[src/rtl/uart_rx_os_if.sv]
// Byte-side handshake bundle of the oversampled UART receiver.
// master = receiver (produces bytes), slave = consumer.
interface uart_rx_os_if #(
  parameter int DATA_WIDTH = 8
);
  logic [DATA_WIDTH-1:0] o_data;
  logic                  o_valid;
  logic                  i_ready;
  logic                  o_frame_err;
  logic                  o_overrun;

  modport master (output o_data, o_valid, o_frame_err, o_overrun, input i_ready);
  modport slave  (input o_data, o_valid, o_frame_err, o_overrun, output i_ready);
endinterface

[src/rtl/uart_rx_os.sv]
// 8N1 UART receiver, 16x oversampled, 3-sample majority vote per bit,
// start-bit validation, framing-error and overrun pulses, valid/ready byte output.
module uart_rx_os #(
  parameter int DIVIDER_BITWIDTH = 7,
  parameter int CLKS_PER_TICK    = 65,
  parameter int DATA_WIDTH       = 8
) (
  input  logic         i_clk,
  input  logic         i_rst_n,
  input  logic         i_rx,
  uart_rx_os_if.master rx_if
);
  typedef enum logic [2:0] {WAIT_IDLE, IDLE, START, DATA, STOP} state_e;

  state_e                      state_q;
  logic                        rx_meta_q, rx_s_q, rx_prev_q;
  logic [DIVIDER_BITWIDTH-1:0] div_q;
  logic [3:0]                  smp_q, bit_q, idle_cnt_q;
  logic                        s7_q, s8_q;
  logic [DATA_WIDTH-1:0]       shift_q, byte_q, data_q;
  logic                        done_q, valid_q, frame_err_q, overrun_q;
  logic                        tick, decide, maj;

  assign tick   = (div_q == DIVIDER_BITWIDTH'(CLKS_PER_TICK - 1));
  assign decide = tick && (smp_q == 4'd9);
  // Samples 7 and 8 are latched; sample 9 is taken live on the deciding tick.
  assign maj    = (s7_q & s8_q) | (s7_q & rx_s_q) | (s8_q & rx_s_q);

  always_ff @(posedge i_clk or negedge i_rst_n) begin
    if (!i_rst_n) begin
      rx_meta_q <= 1'b1;
      rx_s_q    <= 1'b1;
      rx_prev_q <= 1'b1;
    end else begin
      rx_meta_q <= i_rx;
      rx_s_q    <= rx_meta_q;
      rx_prev_q <= rx_s_q;
    end
  end

  always_ff @(posedge i_clk or negedge i_rst_n) begin
    if (!i_rst_n) begin
      state_q     <= WAIT_IDLE;
      div_q       <= '0;
      smp_q       <= '0;
      bit_q       <= '0;
      idle_cnt_q  <= '0;
      s7_q        <= 1'b0;
      s8_q        <= 1'b0;
      shift_q     <= '0;
      byte_q      <= '0;
      done_q      <= 1'b0;
      frame_err_q <= 1'b0;
    end else begin
      done_q      <= 1'b0;
      frame_err_q <= 1'b0;
      div_q       <= tick ? '0 : div_q + 1'b1;
      if (tick) begin
        smp_q <= smp_q + 4'd1;
        if (smp_q == 4'd15) bit_q <= bit_q + 4'd1;
        if (smp_q == 4'd7)  s7_q  <= rx_s_q;
        if (smp_q == 4'd8)  s8_q  <= rx_s_q;
      end
      case (state_q)
        WAIT_IDLE: begin
          if (!rx_s_q) begin
            idle_cnt_q <= '0;
          end else if (tick) begin
            if (idle_cnt_q == 4'd15) begin
              idle_cnt_q <= '0;
              state_q    <= IDLE;
            end else begin
              idle_cnt_q <= idle_cnt_q + 4'd1;
            end
          end
        end
        IDLE: begin
          // Holding the counters at zero here doubles as the clear on start detection.
          div_q <= '0;
          smp_q <= '0;
          bit_q <= '0;
          if (!rx_s_q && rx_prev_q) state_q <= START;
        end
        START: if (decide) state_q <= maj ? IDLE : DATA;
        DATA: begin
          if (decide) begin
            shift_q <= {maj, shift_q[DATA_WIDTH-1:1]};
            if (bit_q == 4'(DATA_WIDTH)) state_q <= STOP;
          end
        end
        STOP: begin
          if (decide) begin
            if (maj) begin
              byte_q  <= shift_q;
              done_q  <= 1'b1;
              state_q <= IDLE;
            end else begin
              frame_err_q <= 1'b1;
              idle_cnt_q  <= '0;
              state_q     <= WAIT_IDLE;
            end
          end
        end
        default: state_q <= WAIT_IDLE;
      endcase
    end
  end

  // A completed byte only overwrites the holding register if the old one is gone
  // or leaves on this same edge; otherwise it is dropped and flagged.
  always_ff @(posedge i_clk or negedge i_rst_n) begin
    if (!i_rst_n) begin
      data_q    <= '0;
      valid_q   <= 1'b0;
      overrun_q <= 1'b0;
    end else begin
      overrun_q <= 1'b0;
      if (done_q) begin
        if (!valid_q || rx_if.i_ready) begin
          data_q  <= byte_q;
          valid_q <= 1'b1;
        end else begin
          overrun_q <= 1'b1;
        end
      end else if (valid_q && rx_if.i_ready) begin
        valid_q <= 1'b0;
      end
    end
  end

  assign rx_if.o_data      = data_q;
  assign rx_if.o_valid     = valid_q;
  assign rx_if.o_frame_err = frame_err_q;
  assign rx_if.o_overrun   = overrun_q;
endmodule
[src/flat_wrapper.sv]
// flat-port wrapper written by rule: the top's interface ports become plain ports
module uart_rx_os_flat 
#(
  parameter int DIVIDER_BITWIDTH = 7,
  parameter int CLKS_PER_TICK    = 65,
  parameter int DATA_WIDTH       = 8
)
  (i_clk, i_rst_n, i_rx, rx_if_o_data, rx_if_o_valid, rx_if_o_frame_err, rx_if_o_overrun, rx_if_i_ready);
  uart_rx_os_if #(.DATA_WIDTH(DATA_WIDTH)) rx_if_i ();
  input  logic i_clk;
  input  logic i_rst_n;
  input  logic i_rx;
  output wire logic [$bits(rx_if_i.o_data)-1:0] rx_if_o_data;
  output wire logic [$bits(rx_if_i.o_valid)-1:0] rx_if_o_valid;
  output wire logic [$bits(rx_if_i.o_frame_err)-1:0] rx_if_o_frame_err;
  output wire logic [$bits(rx_if_i.o_overrun)-1:0] rx_if_o_overrun;
  input wire logic [$bits(rx_if_i.i_ready)-1:0] rx_if_i_ready;
  assign rx_if_o_data = rx_if_i.o_data;
  assign rx_if_o_valid = rx_if_i.o_valid;
  assign rx_if_o_frame_err = rx_if_i.o_frame_err;
  assign rx_if_o_overrun = rx_if_i.o_overrun;
  assign rx_if_i.i_ready = rx_if_i_ready;
  uart_rx_os #(.DIVIDER_BITWIDTH(DIVIDER_BITWIDTH), .CLKS_PER_TICK(CLKS_PER_TICK), .DATA_WIDTH(DATA_WIDTH)) u_core (.i_clk(i_clk), .i_rst_n(i_rst_n), .i_rx(i_rx), .rx_if(rx_if_i));
endmodule
[config.mk]
export PLATFORM = sky130hd
export DESIGN_NAME = uart_rx_os_flat
export DESIGN_NICKNAME = d
export VERILOG_FILES = /design/src/rtl/uart_rx_os_if.sv /design/src/rtl/uart_rx_os.sv /design/src/flat_wrapper.sv
export SDC_FILE = /design/constraint.sdc
export NUM_CORES = 1
export LEC_CHECK = 0
export BUFFER_PORTS_ARGS = -buffer_cell sky130_fd_sc_hd__buf_2
export CAP_MARGIN = 20
export CORE_MARGIN = 5
export CORE_UTILIZATION = 64
export DETAILED_ROUTE_END_ITERATION = 12
export PLACE_DENSITY_LB_ADDON = 0.3
export SLEW_MARGIN = 0
export SYNTH_ARGS = -nofsm -noshare
export SYNTH_HDL_FRONTEND = slang
export SYNTH_SLANG_ARGS = --single-unit
[constraint.sdc]
create_clock -name i_clk -period 5.8 [get_ports i_clk]
set_input_delay 0.58 -clock i_clk [delete_from_list [all_inputs] [get_ports i_clk]]
set_output_delay 0.58 -clock i_clk [all_outputs]
set_load 0.01 [all_outputs]
### Yosys cells after proc, flatten, opt, wreduce, memory -nomap -nowiden

Index checks and enable logic that the tools add are counted.

* register bits after elaboration: 55
* memory bits (writable): 0
* ROM bits: 0
* memories: 0
* input bits: 4
* logic and storage cells: 103
* bits in latches: 0

* multiplexer cells: 35
* shifts and indexed selects: 0
* add/subtract/negate cells: 4
* magnitude comparators: 0
* reductions and logical operators: 20
* bitwise gates (word level): 5
* $mul: 0
* div/mod/pow operators: 0
* equality and inequality tests: 22

Operators with widths (number)
* two-way mux 4 bit: 10
* two-way mux 3 bit: 8
* == test 4 bit, second input constant: 5
* != test 2 x 1 -> 1 bit, second input constant: 8
* case mux 3 bit (5 select lines): 1
* two-way mux 7 bit: 2
* adder 4 x 1 -> 4 bit, second input constant: 3
* two-way mux 1 bit: 12
* AND reduction 2 bit: 6
* case mux 4 bit (2 select lines): 1
* AND reduction 8 bit: 1
* nonzero test 2 bit: 4
* adder 7 x 1 -> 7 bit, second input constant: 1
* == test 7 bit, second input constant: 1
* == test 3 x 2 -> 1 bit, second input constant: 2
* == test 4 x 3 -> 1 bit, second input constant: 1
* != test 2 bit, second input constant: 2
* AND reduction 4 bit: 1
* AND 1 bit: 3
* == test 3 x 1 -> 1 bit, second input constant: 1
* == test 3 bit, second input constant: 1
* logical AND 1 bit: 3
* zero test 3 bit: 1
* != test 3 bit, second input constant: 1
* 5 further kinds: 7

### Longest topological paths before layout

* depth in word-level cells: 6
* gate-level depth with buffers: 6
* gate-level depth less buffers: 6

### Least setup slack after synthesis

Ideal clock, no wire load.

* path kind: register -> register
* from: register u_core.div_q[4]
* to: register u_core.state_q[0]
* path slack: 3.792 ns
* arrival time: 1.878 ns
* library setup time: 0.130 ns
* period minus slack after synthesis: 2.008 ns
* stages on the path, launching flop included: 6
* path through: dfrtp_1 > or4_1 > buf_2 > or4_4 > a221oi_2 > mux2i_1

* longest elaborated chain between the ends: 4
* elaborated cells between the ends (all ways): 7
* classes of those cells: eq/ne (5); reduce/logical (2)

RTL lines
* start, declared: line uart_rx_os.sv:17 `logic [DIVIDER_BITWIDTH-1:0] div_q;`
* start signal, assigned: line uart_rx_os.sv:57 `div_q <= tick ? '0 : div_q + 1'b1;`
* == test 7 bit (*): line uart_rx_os.sv:24 `assign tick = (div_q == DIVIDER_BITWIDTH'(CLKS_PER_TICK - 1));`
* logical AND 1 bit: line uart_rx_os.sv:25 `assign decide = tick && (smp_q == 4'd9);`
* != test 2 x 1 -> 1 bit (no line)
* AND reduction 8 bit (no line) (*)
* end signal, assigned: line uart_rx_os.sv:84 `START: if (decide) state_q <= maj ? IDLE : DATA;`
* end, declared: line uart_rx_os.sv:15 `state_e state_q;`

Every way passes the cells marked *; elsewhere a longest branch is shown, timed or not.
A chain may end at the register's enable or synchronous reset.

### Worst setup path after layout

* from: register u_core.div_q[3]
* to: register u_core.bit_q[3]

* longest elaborated chain between the ends: 3

RTL lines
* == test 7 bit: line uart_rx_os.sv:24
* nonzero test 2 bit (no line)
* AND reduction 2 bit (no line)
* end signal, assigned: line uart_rx_os.sv:60 `if (smp_q == 4'd15) bit_q <= bit_q + 4'd1;`
* end, declared: line uart_rx_os.sv:18 `logic [3:0] smp_q, bit_q, idle_cnt_q;`

No other way between the ends.

==> summary.md <==
| Metric | Value |
|---|---|
| DIE HEIGHT | 72.81 microns |
| Mapped Area | 2525 sq um |
| Final TNS setup | 0 ps |
| Simple-gate portion of the synthesized area | 15.41% |
| Cell Chain, Critical Path | nor4_1 > nand4_1 > or4_1 > a21oi_1 |
| Pin count of the biggest net entering global routing | 29 |
| Synth cell types | 46 |
| Post-Synthesis Net Count | 224 |
| Site Rows | 22 |
| Placer Congestion | 0.8519 |
| Number of flops mapped to enable cells by yosys | 0 |
| Cells after Synth | 212 |
| Max-cap violations | 0 |
| Fmax | 0.4547 GHz |
| Via density | 5.925 |
| Clock buffer count from CTS | 5 |
| Footprint of the multi-input gates | 1080 sq um |
| Main combinational cell family by area after synthesis | simple AND/OR/NAND/NOR gates |
| Drt wl/cell | 15.66 microns |
| Post-Syn Area per Cell | 11.91 sq um |
| Area Overhead vs Synth | 9.217% |
| Clk sink count | 55 |
| Delay-heaviest family, CP | simple AND/OR/NAND/NOR gates |
| Crit start category | register |
| Fill count | 261 |
| Post-Synth XOR/XNOR Area | 3.469% |
| Slew Limit Headroom | 47.36% |
| CTS tree | built |
| DR iter-0 viols | 70 |
| Setup Skew | 8.102 ps |
| Data required, critical path | 6030 ps |
| Seq cells post-synth | 55 |
| Clock Latency Late Sink | 300 ps |
| Ys async rst share | 100.0% |
| Via count | 1653 |
| Number of synthesis warnings | 0 |
| Core box area | 3744 sq um |
| Outcome | finished, final reports clean |
| Worst-path clk slew | 90 ps |
| CP Class | register to register |
| Die area | 5301 sq um |
| Sequential cell area | 1380 sq um |
| Initial Utilization | 67.45% |
| CP Max Fanout | 8 |
| Worst EP arrival | 2430 ps |
| Routed WL | 4.370 mm |
| Flop2flop setup slack | 3600 ps |
| Worst VDD drop | 0.1306 mV |
| Crit-path max cell delay | 590 ps |
| Slew Limit Fails | 0 |
| Mux cell area share after synthesis | 11.99% |
| Vias in the first global route | 1733 |
| WP buf/inv | 0 |
| Ant. Diodes | 0 |
| First-pass GRT wire length | 7.783 mm |
| Seq/Total Area, Yosys | 54.66% |
| Die width | 72.81 microns |
| Minimum clock period | 2199 ps |
| P per Cell Area | 223.1 nW/um^2 |
| Hold Vio Cnt, Final | 0 |
| Final setup viols | 0 |
| Tightest Pin Transition | 783.5 ps |
| Grt ovf | 0 |
| Layout Nets | 242 |
| RSZ-0062 raised after global routing | no |
| Pleak | 1.359 nW |
| Remaining DRCs | 0 |
| Slowest CP cell | nor4_1 |
| Placed cell area | 2659 sq um |
| Number of H-tree levels | 2 |
| # IOs | 15 |
| Hold Crit Class | input pin to asynchronous set/reset pin |
| Layout cell share with drive strength beyond 1 | 25.97% |
| Initial antenna violation count | 0 |
| GR Util All Layers | 18.61% |
| Design area | 2758 sq um |
| Worst setup EP type | register |
| Input/output buffers | 14 |
| CTS Hold Bufs | 0 |
| Detailed-placement wirelength estimate | 3.326 mm |
| Drt first pass iters | 4 |
| Clock Tree Buf Depth | 2 |
| Clock tree root driver cell | clkbuf_8 |
| Most used DFF post-synth | dfrtp_1 |
| Post-CTS setup buffer count | 0 |
| Post-synthesis compound-gate area fraction | 7.532% |
| Period utilization | 37.92% |
| Post-cts resize count | 0 |
| Adder-Cell Fraction of Synth Area | 4.361% |
| Final ANT Viol Nets | 0 |
[metrics by stage]
| step | instances | setup slack (ps) | hold slack [ps] | utilization [%] | power, W |
|---|---|---|---|---|---|
| after floorplan | 212 | 3792 | 284.4 | - | 0.0003954 |
| after global placement | 270 | 3717 | 345.8 | 70.49 | 0.0004038 |
| after detailed placement | 271 | 3634 | 347.0 | 71.02 | 0.0004060 |
| after CTS | 279 | 3626 | 303.4 | 73.66 | 0.0006219 |
| after global routing | 279 | 3394 | 331.6 | 73.66 | 0.0006421 |
| final | 279 | 3601 | 282.5 | 73.66 | 0.0006154 |
[power breakdown]
group          switching [W]  internal (W)  leakage [nW]
logic             0.00000860    0.00000317         0.568
clock network       0.000120     0.0000976        0.0474
registers         0.00000107      0.000385         0.744
[registers in the layout, summed over array words and instances (netlist names), 3 cells and up]
register,flops
u_core.byte_q,8
u_core.rx_if.o_data,8
u_core.idle_cnt_q,4
u_core.smp_q,4
u_core.div_q,7
u_core.shift_q,8
u_core.state_q,3
u_core.bit_q,4
[cell usage in the layout, fill, tap and decap left out, types with 3 or more instances in the layout]
| cell | Yosys | routed |
|---|---|---|
| dfstp_2 | 3 | 3 |
| nand3_1 | 11 | 11 |
| a21oi_1 | 4 | 4 |
| buf_2 | 1 | 14 |
| nand2b_1 | 3 | 3 |
| clkbuf_8 | 0 | 6 |
| xor2_1 | 7 | 7 |
| mux2_2 | 26 | 26 |
| o21ai_0 | 4 | 4 |
| nand2_1 | 7 | 7 |
| inv_1 | 13 | 13 |
| ha_1 | 8 | 8 |
| xnor2_1 | 3 | 3 |
| nor2_1 | 18 | 18 |
| dfrtp_1 | 52 | 52 |
| nor3_1 | 6 | 6 |
| o31ai_1 | 3 | 3 |
| and3_1 | 3 | 3 |
| o211ai_1 | 3 | 3 |
[cells in the mapped netlist, types with 2 or more instances]
master	number	area share (%)
and3_1	3	0.74
a31oi_1	2	0.50
a22o_1	2	0.69
dfstp_2	3	3.1
xnor2_1	3	1.0
mux2_2	26	12
nand2b_1	3	0.74
or4_1	2	0.59
nor3_1	6	1.2
nor2_1	18	2.7
or3_1	2	0.50
o31ai_1	3	0.89
ha_1	8	4.0
nand2_1	7	1.0
dfrtp_1	52	52
xor2_1	7	2.4
inv_1	13	1.9
nand3_1	11	2.2
o211ai_1	3	0.89
nand4_1	2	0.50
and2_1	2	0.50
o21ai_0	4	0.79
clkbuf_1	3	0.45
nand3b_1	2	0.59
a21oi_1	4	0.79
[worst register-to-register path: stages, from the launching register on]
cell and delay, ps:
dfrtp_1 440, nor4_1 590, nand4_1 390, or4_1 560, a21oi_1 160
[path summary, 6_finish.rpt]
path / depth (start not counted) / from / endpoint
max in group asynchronous: 2 / i_rst_n / u_core.rx_s_q
min in group i_clk: 0 / u_core.rx_meta_q / u_core.rx_s_q
setup reg to reg: 4 / u_core.div_q[3] / u_core.bit_q[3]
hold / removal: 1 / i_rst_n / u_core.rx_if.o_overrun
setup / recovery: 4 / u_core.div_q[3] / u_core.bit_q[3]
hold reg to reg: 0 / u_core.rx_meta_q / u_core.rx_s_q
[final cells by class]
type / count / area share, %
Sequential cell: 55 / 50.05
Multi-Input combinational cell: 140 / 39.16
Timing Repair Buffer: 15 / 3.267
Clock buffer: 6 / 2.995
Tap cell: 48 / 2.178
Inverter: 13 / 1.770
Clock inverter: 2 / 0.5898
[per-layer routing]
layer / track usage [%] / routed length, microns
met1: 23.32 / 1832
met5: 0 / 0
met2: 31.46 / 2334
met3: 4.683 / 171
met4: 6.148 / 32
[cell families after synthesis]
group,Yosys count
and+or+nand+nor,68
DFF,55
muxes,27
AOI/OAI and AO/OA,26
buffers and inverters,17
xor gates and xnor gates,10
adders and majority gates,9
Note: power is estimated with default switching activity, not from simulation.
